`config.mk`:
```
export PLATFORM = sky130hd
export DESIGN_NAME = fetch_skid_buffer
export DESIGN_NICKNAME = d
export VERILOG_FILES = /design/src/rtl/fetch_skid_buffer_pkg.sv /design/src/rtl/fetch_skid_buffer_reg.sv /design/src/rtl/fetch_skid_buffer.sv
export SDC_FILE = /design/constraint.sdc
export NUM_CORES = 1
export LEC_CHECK = 0
export BUFFER_PORTS_ARGS = -buffer_cell sky130_fd_sc_hd__buf_2
export CORE_MARGIN = 1.5
export CORE_UTILIZATION = 48
export DETAILED_ROUTE_END_ITERATION = 8
export PLACE_DENSITY = 0.83
export RECOVER_POWER = 25
export SETUP_SLACK_MARGIN = 0.1
export SLEW_MARGIN = 20
export SYNTH_ARGS = -nofsm -noshare
export SYNTH_HDL_FRONTEND = slang
export SYNTH_SLANG_ARGS = --single-unit
```
`constraint.sdc`:
```
create_clock -name clk_i -period 3.5 [get_ports clk_i]
set_input_delay 0 -clock clk_i [delete_from_list [all_inputs] [get_ports clk_i]]
set_output_delay 0 -clock clk_i [all_outputs]
set_load 0.02 [all_outputs]
```
`src/rtl/fetch_skid_buffer_pkg.sv`:
```
// Shared fetch/decode pipeline types: the fetch packet and the skid buffer state encoding.
package fetch_skid_buffer_pkg;

    localparam int FETCH_XLEN = 32;

    typedef struct packed {
        logic [FETCH_XLEN-1:0] instruction;
        logic [FETCH_XLEN-1:0] pc;
    } fetch_packet_t;

    // Encoding 2'd3 is unused; the state machine steers it back to EMPTY.
    typedef enum logic [1:0] {
        EMPTY = 2'd0,
        BUSY  = 2'd1,
        FULL  = 2'd2
    } skid_state_t;

    function automatic logic [1:0] state_occupancy(input skid_state_t state);
        case (state)
            BUSY:    return 2'd1;
            FULL:    return 2'd2;
            default: return 2'd0;
        endcase
    endfunction

endpackage

```
`src/rtl/fetch_skid_buffer_reg.sv`:
```
// Load-enabled packet register with asynchronous clear; holds its value unless en_i is high.
module pipe_reg_en
    import fetch_skid_buffer_pkg::*;
#(
    parameter type T = fetch_packet_t
) (
    input  logic clk_i,
    input  logic rst_i,
    input  logic en_i,
    input  T     d_i,
    output T     q_o
);

    T data_q;
    T data_d;

    always_comb begin
        data_d = data_q;
        if (en_i) begin
            data_d = d_i;
        end
    end

    always_ff @(posedge clk_i or posedge rst_i) begin
        if (rst_i) begin
            data_q <= '0;
        end else begin
            data_q <= data_d;
        end
    end

    assign q_o = data_q;

endmodule

```
`src/rtl/fetch_skid_buffer.sv`:
```
// Two-entry skid buffer between fetch and decode; ready_o is a pure decode of the state flop
// so the stall path back to PC generation never passes through ready_i.
module fetch_skid_buffer
    import fetch_skid_buffer_pkg::*;
#(
    parameter int XLEN = FETCH_XLEN
) (
    input  logic            clk_i,
    input  logic            rst_i,
    input  logic            flush_i,
    input  logic            valid_i,
    input  logic [XLEN-1:0] instruction_i,
    input  logic [XLEN-1:0] pc_i,
    output logic            ready_o,
    output logic            valid_o,
    output logic [XLEN-1:0] instruction_o,
    output logic [XLEN-1:0] pc_o,
    input  logic            ready_i,
    output logic [1:0]      occupancy_o
);

    typedef struct packed {
        logic [XLEN-1:0] instruction;
        logic [XLEN-1:0] pc;
    } packet_t;

    skid_state_t state_q;
    skid_state_t state_d;
    packet_t     in_pkt;
    packet_t     main_pkt;
    packet_t     skid_pkt;
    packet_t     main_load_pkt;
    logic        main_en;
    logic        skid_en;
    logic        main_from_skid;

    assign in_pkt        = '{instruction: instruction_i, pc: pc_i};
    assign main_load_pkt = main_from_skid ? skid_pkt : in_pkt;

    always_comb begin
        state_d        = state_q;
        main_en        = 1'b0;
        skid_en        = 1'b0;
        main_from_skid = 1'b0;
        if (flush_i) begin
            state_d = EMPTY;
        end else begin
            case (state_q)
                EMPTY: begin
                    if (valid_i) begin
                        main_en = 1'b1;
                        state_d = BUSY;
                    end
                end
                BUSY: begin
                    if (valid_i && ready_i) begin
                        main_en = 1'b1;
                    end else if (valid_i) begin
                        skid_en = 1'b1;
                        state_d = FULL;
                    end else if (ready_i) begin
                        state_d = EMPTY;
                    end
                end
                FULL: begin
                    // Inputs are not sampled here: ready_o is low, so fetch is holding.
                    if (ready_i) begin
                        main_en        = 1'b1;
                        main_from_skid = 1'b1;
                        state_d        = BUSY;
                    end
                end
                default: state_d = EMPTY;
            endcase
        end
    end

    always_ff @(posedge clk_i or posedge rst_i) begin
        if (rst_i) begin
            state_q <= EMPTY;
        end else begin
            state_q <= state_d;
        end
    end

    pipe_reg_en #(.T(packet_t)) u_main_reg (
        .clk_i (clk_i),
        .rst_i (rst_i),
        .en_i  (main_en),
        .d_i   (main_load_pkt),
        .q_o   (main_pkt)
    );

    pipe_reg_en #(.T(packet_t)) u_skid_reg (
        .clk_i (clk_i),
        .rst_i (rst_i),
        .en_i  (skid_en),
        .d_i   (in_pkt),
        .q_o   (skid_pkt)
    );

    assign valid_o       = (state_q != EMPTY);
    assign ready_o       = (state_q != FULL);
    assign occupancy_o   = state_occupancy(state_q);
    assign instruction_o = main_pkt.instruction;
    assign pc_o          = main_pkt.pc;

endmodule
```
==> results.sh, run 1 <==
export IMPL_cts_tree="yes"
export IMPL_core_area_sq_um=11500
export IMPL_internal_power_w=0.00360
export IMPL_ys_seq_elements=130
export IMPL_die_w_microns=112
export IMPL_required_ps=3780
export IMPL_drt_initial_drc_count=184
export IMPL_rrSetupSlack_ps=1270
export IMPL_synth_flop_cell="dfrtp_1"
export IMPL_cts_max_level=4
export IMPL_finalWorstSetupSlack_ps=1270
export IMPL_grt_pass1_wl_microns=20400
export IMPL_routed_wl_microns=12300
export IMPL_drv_cap=1
export IMPL_max_freq_mhz=449
export IMPL_clk_pin_slew_worst_paths_ps=50
export IMPL_cts_buffer_depth=2
export IMPL_vias=3757
export IMPL_fin_tns_setup_ps=0
export IMPL_io_buffers=136
export IMPL_min_path_type="in2reg"
export IMPL_rr_startpoint="state_q[1]"
export IMPL_synthCells=361
export IMPL_rsz0062_at_grt="false"
export IMPL_critPathLaunchType="flip-flop"
export IMPL_switchingPower_w=0.00129
export IMPL_insertion_delay_ps=410
export IMPL_power_frac_clock_pct=37.4
export IMPL_antenna_left=0
export IMPL_synthTopCellsByCount="181 x mux2_2, 130 x dfrtp_1, 14 x buf_2"
export IMPL_area_growth_pct=36.1
export IMPL_slew_viol_final=131
export IMPL_violations="DRC, capacitance limit, slew limit"
export IMPL_synth_distinct_cells=21
export IMPL_power_leakage_nw=3.54
export IMPL_ios=137
export IMPL_timing_rr_end="u_skid_reg.q_o[15]"
export IMPL_dieArea_sq_um=12600
export IMPL_timing_final_crit_share_pct=63.6
export IMPL_cts_root_buffer="clkbuf_16"
export IMPL_rr_worst_depth=3
export IMPL_grt_max_degree=131
export IMPL_yosysMostFrequentCell="mux2_2"
export IMPL_clkSinkCount=130
export IMPL_hold_depth=4
export IMPL_relSlewSlack_pct=-15.2
export IMPL_setup_viol=0
export IMPL_crit_start="state_q[1]"
export IMPL_antenna_found_initial=0
export IMPL_async_flop_share_pct=100
export IMPL_syn_area_sq_um=5730
export IMPL_routabilityCongestion=0.747
export IMPL_nNetsFinal=637
export IMPL_powerDensity_nw_per_um2=627
export IMPL_period_needed_ps=2230
export IMPL_synth_edf_count=0
export IMPL_rows=39
export IMPL_drive_gt1_share_pct=61.1
export IMPL_critPathMaxFanout=64
export IMPL_swShare_pct=26.4
export IMPL_ys_top_cells_by_area="dfrtp_1 57%, mux2_2 36%, mux2_4 2.6%"
export IMPL_cts_buffers=17
export IMPL_syn_num_nets=430
export IMPL_dp_cells=625
export IMPL_avgViaCountPerCell=5.19
export IMPL_cts_setup_buffers=0
export IMPL_dp_hpwl_microns=7310
export IMPL_antennaDiodeCount=0
export IMPL_synth_area_per_cell_sq_um=15.9
export IMPL_hold_viol=0
export IMPL_seq_area_frac_synth_pct=56.8
export IMPL_grt_ovfl_total=0
export IMPL_p_comb_share_pct=20.3
export IMPL_cp_end_kind="flip-flop"
export IMPL_grt_usage_pct=20.8
export IMPL_yosys_area_top_type_share_pct=56.8
export IMPL_wire_per_inst_microns=17.0
export IMPL_fp_dieH_microns=112
export IMPL_worstHoldStart="valid_i"
export IMPL_dp_slack_ps=1290
export IMPL_max_slew_worst_pin_slew_ps=1730
export IMPL_firstDrtPassIters=6
export IMPL_drc=8
export IMPL_p_seq_share_pct=42.3
export IMPL_worstHoldEndpoint="state_q[0]"
export IMPL_skew_ps=5.91
export IMPL_status="finished, violations left"
export IMPL_first_global_vias=4169
export IMPL_yosys_warnings=0
export IMPL_synth_area_leader_cell="dfrtp_1"
export IMPL_stdcell_count=724
export IMPL_arrival_ps=2510
export IMPL_initial_core_util_pct=49.8
export IMPL_vdd_ir_drop_max_mv=0.336
export IMPL_crit_type="reg2reg"
==> per-stage QoR <==
stage               util, %  area (sq um)  hold WS (ps)  total power, W
floorplan                 -          5730           151         0.00270
global placement       56.7          6530           244         0.00296
detailed placement     56.7          6530           249         0.00303
CTS                    68.0          7830          42.6         0.00494
global route           67.7          7800          72.3         0.00510
finish                 67.7          7800          67.8         0.00489
==> routing by layer <==
metal / part of all wire, % / vias up / track usage, %
met5: 0 / - / 0
met4: 2.6 / 0 / 9.54
met3: 4.1 / 25 / 4.75
met2: 54 / 109 / 37.9
met1: 39 / 1906 / 23.1
li1: - / 1717 / -
==> timing repair <==
item                       CTS  global route
hold endpoints to repair   260             0
setup endpoints to repair    0             0
hold buffers                67             0
gates resized for setup      0             0
==> cell usage in the layout, fill, tap and decap left out, types with 2 or more instances in the layout <==
master / n
mux2_2: 181
dfrtp_1: 130
buf_2: 121
dlygate4sd3_1: 67
clkbuf_16: 17
clkbuf_1: 16
mux2_4: 10
clkbuf_8: 5
clkinv_2: 4
buf_4: 4
bufinv_16: 3
nor2_1: 2
and2b_1: 2
clkinvlp_4: 2
nand2_1: 2
==> kinds of logic (layout without fill, tap and decap cells) <==
logic type	Yosys count	after routing	share of synthesized area, %
buffers and inverters	22	242	2.53
DFF	130	130	56.8
and+or+nand+nor	12	12	1.38
muxes	193	193	38.6
AOI/OAI and AO/OA	4	4	0.764
==> final cells by class <==
cell class	instances	area, sq um
inverters	2	11.3
multi-input cells	209	2360
well taps	143	179
clock inverters	9	126
clock buffers	23	498
fillers	822	3720
repair buffers	208	1370
flip-flops and latches	130	3250
==> state kept, by name, indices dropped and copies added, names as in the netlist <==
name	cells
u_skid_reg.q_o	64
state_q	2
u_main_reg.q_o	64
==> power groups by stage <==
stage | Clock (W) | Combinational [W] | Sequential, W
final | 0.00183 | 0.000994 | 0.00207
after detailed placement | 0 | 0.000952 | 0.00208
after CTS | 0.00186 | 0.00101 | 0.00206
after floorplan | 0 | 0.000470 | 0.00222
after global routing | 0.00193 | 0.00106 | 0.00211
after global placement | 0 | 0.000912 | 0.00205
==> how the worst max path moves through the flow <==
stage,end,slack (ps)
2_1_floorplan,u_main_reg.q_o[55],1590
3_3_place_gp,u_skid_reg.q_o[43],1350
3_5_place_dp,u_skid_reg.q_o[15],1290
4_1_cts,u_skid_reg.q_o[59],1280
5_1_grt,u_skid_reg.q_o[42],1130
6_report,u_skid_reg.q_o[15],1270
==> worst max-delay path, stage by stage, from the launching register on <==
cell,delay [ps]
dfrtp_1,460
and2b_1,290
nand3_4,680
mux2_2,590
(Power assumes the default switching activity.)
==> run 2: changes to the inputs <==
--- a/config.mk
+++ b/config.mk
@@ -7,9 +7,9 @@
 export LEC_CHECK = 0
 export BUFFER_PORTS_ARGS = -buffer_cell sky130_fd_sc_hd__buf_2
 export CORE_MARGIN = 1.5
-export CORE_UTILIZATION = 48
+export CORE_UTILIZATION = 54
 export DETAILED_ROUTE_END_ITERATION = 8
-export PLACE_DENSITY = 0.83
+export PLACE_DENSITY = 0.87
 export RECOVER_POWER = 25
 export SETUP_SLACK_MARGIN = 0.1
 export SLEW_MARGIN = 20
==> constraint.sdc (replaced) <==
create_clock -name clk_i -period 2.2 [get_ports clk_i]
set_input_delay 0 -clock clk_i [delete_from_list [all_inputs] [get_ports clk_i]]
set_output_delay 0 -clock clk_i [all_outputs]
set_load 0.02 [all_outputs]
==> run 2 against run 1 <==
Against the previous run: the run now ends clean; first-iteration DRC count down 22%; cell count is 0.28% lower; count of clock-buffer cells in the layout decreased by 4; worst setup slack lost 1100 ps; wire length up 3.6%; utilization is 8.9 points higher; non-clock buffer count is 5 higher; die area shrank 11%; maximum frequency up 12%; register-to-register slack got worse by 1100 ps; largest power group unchanged.
==> results.sh, run 2 (synthesis results as in run 1) <==
export IMPL_wire_per_inst_microns=17.6
export IMPL_clkSinkCount=130
export IMPL_cts_buffers=17
export IMPL_drive_gt1_share_pct=64.0
export IMPL_antennaDiodeCount=0
export IMPL_grt_usage_pct=24.7
export IMPL_required_ps=2590
export IMPL_slew_viol_final=0
export IMPL_drc=0
export IMPL_max_stage_delay_ps=590
export IMPL_drt_initial_drc_count=144
export IMPL_status="completed"
export IMPL_cts_root_buffer="clkbuf_8"
export IMPL_crit_buf_inv=1
export IMPL_cts_max_level=4
export IMPL_cts_setup_buffers=0
export IMPL_antenna_found_initial=0
export IMPL_total_power_w=0.00784
export IMPL_routabilityCongestion=0.756
export IMPL_nNetsFinal=642
export IMPL_min_path_type="in2reg"
export IMPL_cp_end_kind="flip-flop"
export IMPL_fp_dieH_microns=106
export IMPL_vdd_ir_drop_max_mv=0.504
export IMPL_drv_cap=0
export IMPL_path_delay_family="simple AND/OR/NAND/NOR gates"
export IMPL_rows=37
export IMPL_final_core_util_pct=76.6
export IMPL_io_buffers=136
export IMPL_hold_viol=0
export IMPL_fin_tns_setup_ps=0
export IMPL_initial_core_util_pct=55.5
export IMPL_dp_cells=622
export IMPL_cts_tree="yes"
export IMPL_critPathLaunchType="flip-flop"
export IMPL_max_freq_mhz=502
export IMPL_vias=3774
export IMPL_power_leakage_nw=3.62
export IMPL_antenna_left=0
export IMPL_cp_slowest_cell="or4bb_1"
export IMPL_die_w_microns=106
export IMPL_core_area_sq_um=10300
export IMPL_routed_wl_microns=12700
export IMPL_skew_ps=5.99
export IMPL_firstDrtPassIters=4
export IMPL_insertion_delay_ps=510
export IMPL_finalWorstSetupSlack_ps=209
export IMPL_setup_viol=0
export IMPL_post_cts_resized=0
export IMPL_grt_max_degree=60
export IMPL_avgViaCountPerCell=5.23
export IMPL_period_needed_ps=1990
export IMPL_powerDensity_nw_per_um2=992
export IMPL_ios=137
export IMPL_stdcell_count=722
export IMPL_arrival_ps=2380
export IMPL_crit_type="reg2reg"
export IMPL_first_global_vias=4237
export IMPL_clk_pin_slew_worst_paths_ps=60
export IMPL_crit_chain="or4bb_1, o31ai_4, buf_12, mux2_2"
export IMPL_area_growth_pct=38.0
export IMPL_critPathMaxFanout=44
export IMPL_cts_hold_buf=68
export IMPL_dp_hpwl_microns=7690
export IMPL_timing_final_crit_share_pct=90.5
export IMPL_grt_pass1_wl_microns=21200
export IMPL_max_slew_worst_pin_slew_ps=1240
export IMPL_layout_commonest_cell="mux2_2"
export IMPL_rsz0062_at_grt="false"
export IMPL_relSlewSlack_pct=16.6
export IMPL_grt_ovfl_total=0
export IMPL_final_cell_mix="181 x mux2_2, 136 x buf_2, 130 x dfrtp_1"
export IMPL_dp_slack_ps=245
export IMPL_cts_buffer_depth=2
export IMPL_dieArea_sq_um=11200
-- run 2: changes by cell type in the layout (fill, tap and decap cells not counted), moves of 2 or more --
| cell | delta |
|---|---|
| clkbuf_8 | -2 |
| clkbuf_1 | -16 |
| buf_12 | +5 |
| buf_4 | -2 |
| clkinv_4 | +2 |
| buf_2 | +15 |
-- run 2: through the flow --
step / cell area, sq um / hold slack, ps
final: 7910 / 259
after detailed placement: 6630 / 132
after global placement: 6630 / 109
after global routing: 7910 / 259
after floorplan: 5730 / 151
after CTS: 7940 / 130
-- run 2: metal layers --
metal / vias up / track usage (%) / share of wire [%]
met5: - / 0 / 0
met4: 0 / 10.2 / 2.2
met3: 26 / 5.52 / 3.7
met2: 103 / 44.1 / 54
met1: 1915 / 28.7 / 40
li1: 1730 / - / -
-- run 2: final timing paths --
kind,end,from,slack [ps],cells after the start
worst max register to register,u_main_reg.q_o[37],state_q[1],210,4
worst min-delay path,u_skid_reg.q_o[39],instruction_i[7],260,3
worst max-delay path,u_main_reg.q_o[37],state_q[1],210,4
max in group asynchronous,u_skid_reg.q_o[37],rst_i,480,4
min in group asynchronous,u_skid_reg.q_o[23],rst_i,290,3
worst min register to register,u_main_reg.q_o[55],u_main_reg.q_o[55],490,1
-- run 2: worst register-to-register path, delay by kind of cell (launching register included) --
kind                   cells  cell delay (ps)
multiplexers               1              400
AO/OA/AOI/OAI              1              120
buffers and inverters      1              310
flip-flops                 1              460
AND/OR/NAND/NOR            1              590
-- run 2: cell type report --
type                            instances  area (sq um)
Inverter                                2          8.76
Sequential cell                       130          3250
Timing Repair Buffer                  213          1490
Multi-Input combinational cell        209          2360
Tap cell                              136           170
Clock inverter                         13           184
Fill cell                             620          2410
Clock buffer                           19           442
-- run 2: report_power, final --
part	total, W	internal (W)	switching, W	leakage, nW
Sequential	0.00329	0.00298	0.000307	1.56
Clock	0.00293	0.00190	0.00103	0.300
Combinational	0.00163	0.000849	0.000777	1.76
Total	0.00784	0.00573	0.00212	3.62
==> run 3: changes to the inputs <==
--- a/config.mk
+++ b/config.mk
@@ -6,7 +6,7 @@
 export NUM_CORES = 1
 export LEC_CHECK = 0
 export BUFFER_PORTS_ARGS = -buffer_cell sky130_fd_sc_hd__buf_2
-export CORE_MARGIN = 1.5
+export CORE_MARGIN = 4
 export CORE_UTILIZATION = 54
 export DETAILED_ROUTE_END_ITERATION = 8
 export PLACE_DENSITY = 0.87
==> run 3 against run 2 <==
Against the previous run: sequential share of layout area is 0.16 points higher; via count is 0.93% higher; cell count is 0.14% higher; clock power is 8.2% lower; critical endpoint is now u_main_reg.q_o[43]; highest routed layer unchanged; count of clock-buffer cells in the layout is 1 higher; combinational power hardly changed; design area is 0.40% lower; sequential cell count stayed put; largest cell class unchanged.
==> results.sh, run 3 (synthesis results as in run 1) <==
export IMPL_die_w_microns=111
export IMPL_antenna_left=0
export IMPL_vdd_ir_drop_max_mv=0.513
export IMPL_firstDrtPassIters=4
export IMPL_max_slew_worst_pin_slew_ps=1130
export IMPL_grt_ovfl_total=0
export IMPL_required_ps=2590
export IMPL_dp_hpwl_microns=7920
export IMPL_core_area_sq_um=10300
export IMPL_dp_cells=623
export IMPL_final_cell_mix="181 x mux2_2, 135 x buf_2, 130 x dfrtp_1"
export IMPL_slew_viol_final=0
export IMPL_min_path_type="in2async"
export IMPL_power_leakage_nw=3.59
export IMPL_cts_max_level=4
export IMPL_fin_tns_setup_ps=0
export IMPL_rr_worst_depth=4
export IMPL_clkSinkCount=130
export IMPL_antennaDiodeCount=0
export IMPL_cts_setup_buffers=0
export IMPL_status="completed"
export IMPL_hold_viol=0
export IMPL_area_growth_pct=37.5
export IMPL_powerDensity_nw_per_um2=966
export IMPL_avgViaCountPerCell=5.27
export IMPL_grt_usage_pct=22.0
export IMPL_rr_startpoint="state_q[1]"
export IMPL_crit_start="state_q[1]"
export IMPL_timing_final_crit_share_pct=87.9
export IMPL_antenna_found_initial=0
export IMPL_grt_pass1_wl_microns=21600
export IMPL_routed_wl_microns=12900
export IMPL_vias=3809
export IMPL_drc=0
export IMPL_layout_commonest_cell="mux2_2"
export IMPL_cts_root_buffer="clkbuf_8"
export IMPL_first_global_vias=4283
export IMPL_critPathLaunchType="flip-flop"
export IMPL_io_buffers=136
export IMPL_insertion_delay_ps=500
export IMPL_critPathMaxFanout=35
export IMPL_skew_ps=5.28
export IMPL_wire_per_inst_microns=17.9
export IMPL_final_core_util_pct=76.3
export IMPL_drive_gt1_share_pct=63.5
export IMPL_arrival_ps=2320
export IMPL_post_cts_resized=0
export IMPL_crit_type="reg2reg"
export IMPL_setup_viol=0
export IMPL_grt_max_degree=65
export IMPL_rows=37
export IMPL_ios=137
export IMPL_drv_cap=0
export IMPL_rsz0062_at_grt="false"
export IMPL_cts_buffers=17
export IMPL_stdcell_count=723
export IMPL_fp_dieH_microns=111
export IMPL_relSlewSlack_pct=24.1
export IMPL_routabilityCongestion=0.741
export IMPL_nNetsFinal=643
export IMPL_drt_initial_drc_count=153
export IMPL_initial_core_util_pct=55.5
export IMPL_cts_buffer_depth=2
export IMPL_clk_pin_slew_worst_paths_ps=60
export IMPL_period_needed_ps=1930
export IMPL_cp_end_kind="flip-flop"
export IMPL_cts_tree="yes"
export IMPL_max_freq_mhz=517
export IMPL_dieArea_sq_um=12300
==> run 3: area by class of cell <==
class / count / area, sq um
Clock inverter: 12 / 134
Tap cell: 136 / 170
Clock buffer: 20 / 445
Multi-Input combinational cell: 209 / 2360
Sequential cell: 130 / 3250
Inverter: 2 / 8.76
Timing Repair Buffer: 214 / 1510
Fill cell: 594 / 2450
==> run 3: what timing repair did <==
action	CTS	global route
hold buffers	68	0
endpoints found under the setup margin	0	0
hold endpoints to repair	156	0
==> run 3: path summary, 6_finish.rpt <==
| check | to | slack, ps |
|---|---|---|
| max in group asynchronous | u_skid_reg.q_o[46] | 500 |
| min reg2reg | u_main_reg.q_o[55] | 490 |
| max reg2reg | u_main_reg.q_o[43] | 270 |
| min in group clk_i | u_skid_reg.q_o[14] | 280 |
| max | u_main_reg.q_o[43] | 270 |
| min | u_skid_reg.q_o[23] | 250 |
==> run 3: where the power goes <==
| group | switching, W | leakage, nW | internal [W] |
|---|---|---|---|
| registers | 0.000306 | 1.56 | 0.00298 |
| logic | 0.000783 | 1.76 | 0.000850 |
| clock network | 0.00102 | 0.269 | 0.00167 |
| total | 0.00211 | 3.59 | 0.00550 |
==> run 3: metrics by stage <==
stage,total power (W),hold WS [ps],cell area [sq um],setup slack [ps]
after global placement,0.00473,85.6,6640,341
after global routing,0.00795,255,7880,129
after detailed placement,0.00484,98.9,6640,284
after floorplan,0.00429,151,5730,291
after CTS,0.00766,97.6,7900,273
final,0.00761,252,7880,266
==> run 3: metal layers <==
layer | up-vias | track usage (%) | share of wire, %
met5 | - | 0 | 0
met4 | 0 | 10.9 | 2.6
met3 | 28 | 4.53 | 3.9
met2 | 106 | 39.4 | 55
met1 | 1947 | 24.9 | 38
li1 | 1728 | - | -
==> run 3: critical path: stages (launching register included) <==
cell	delay, ps
dfrtp_1	440
or4bb_1	580
o31ai_4	120
buf_12	260
mux2_2	380
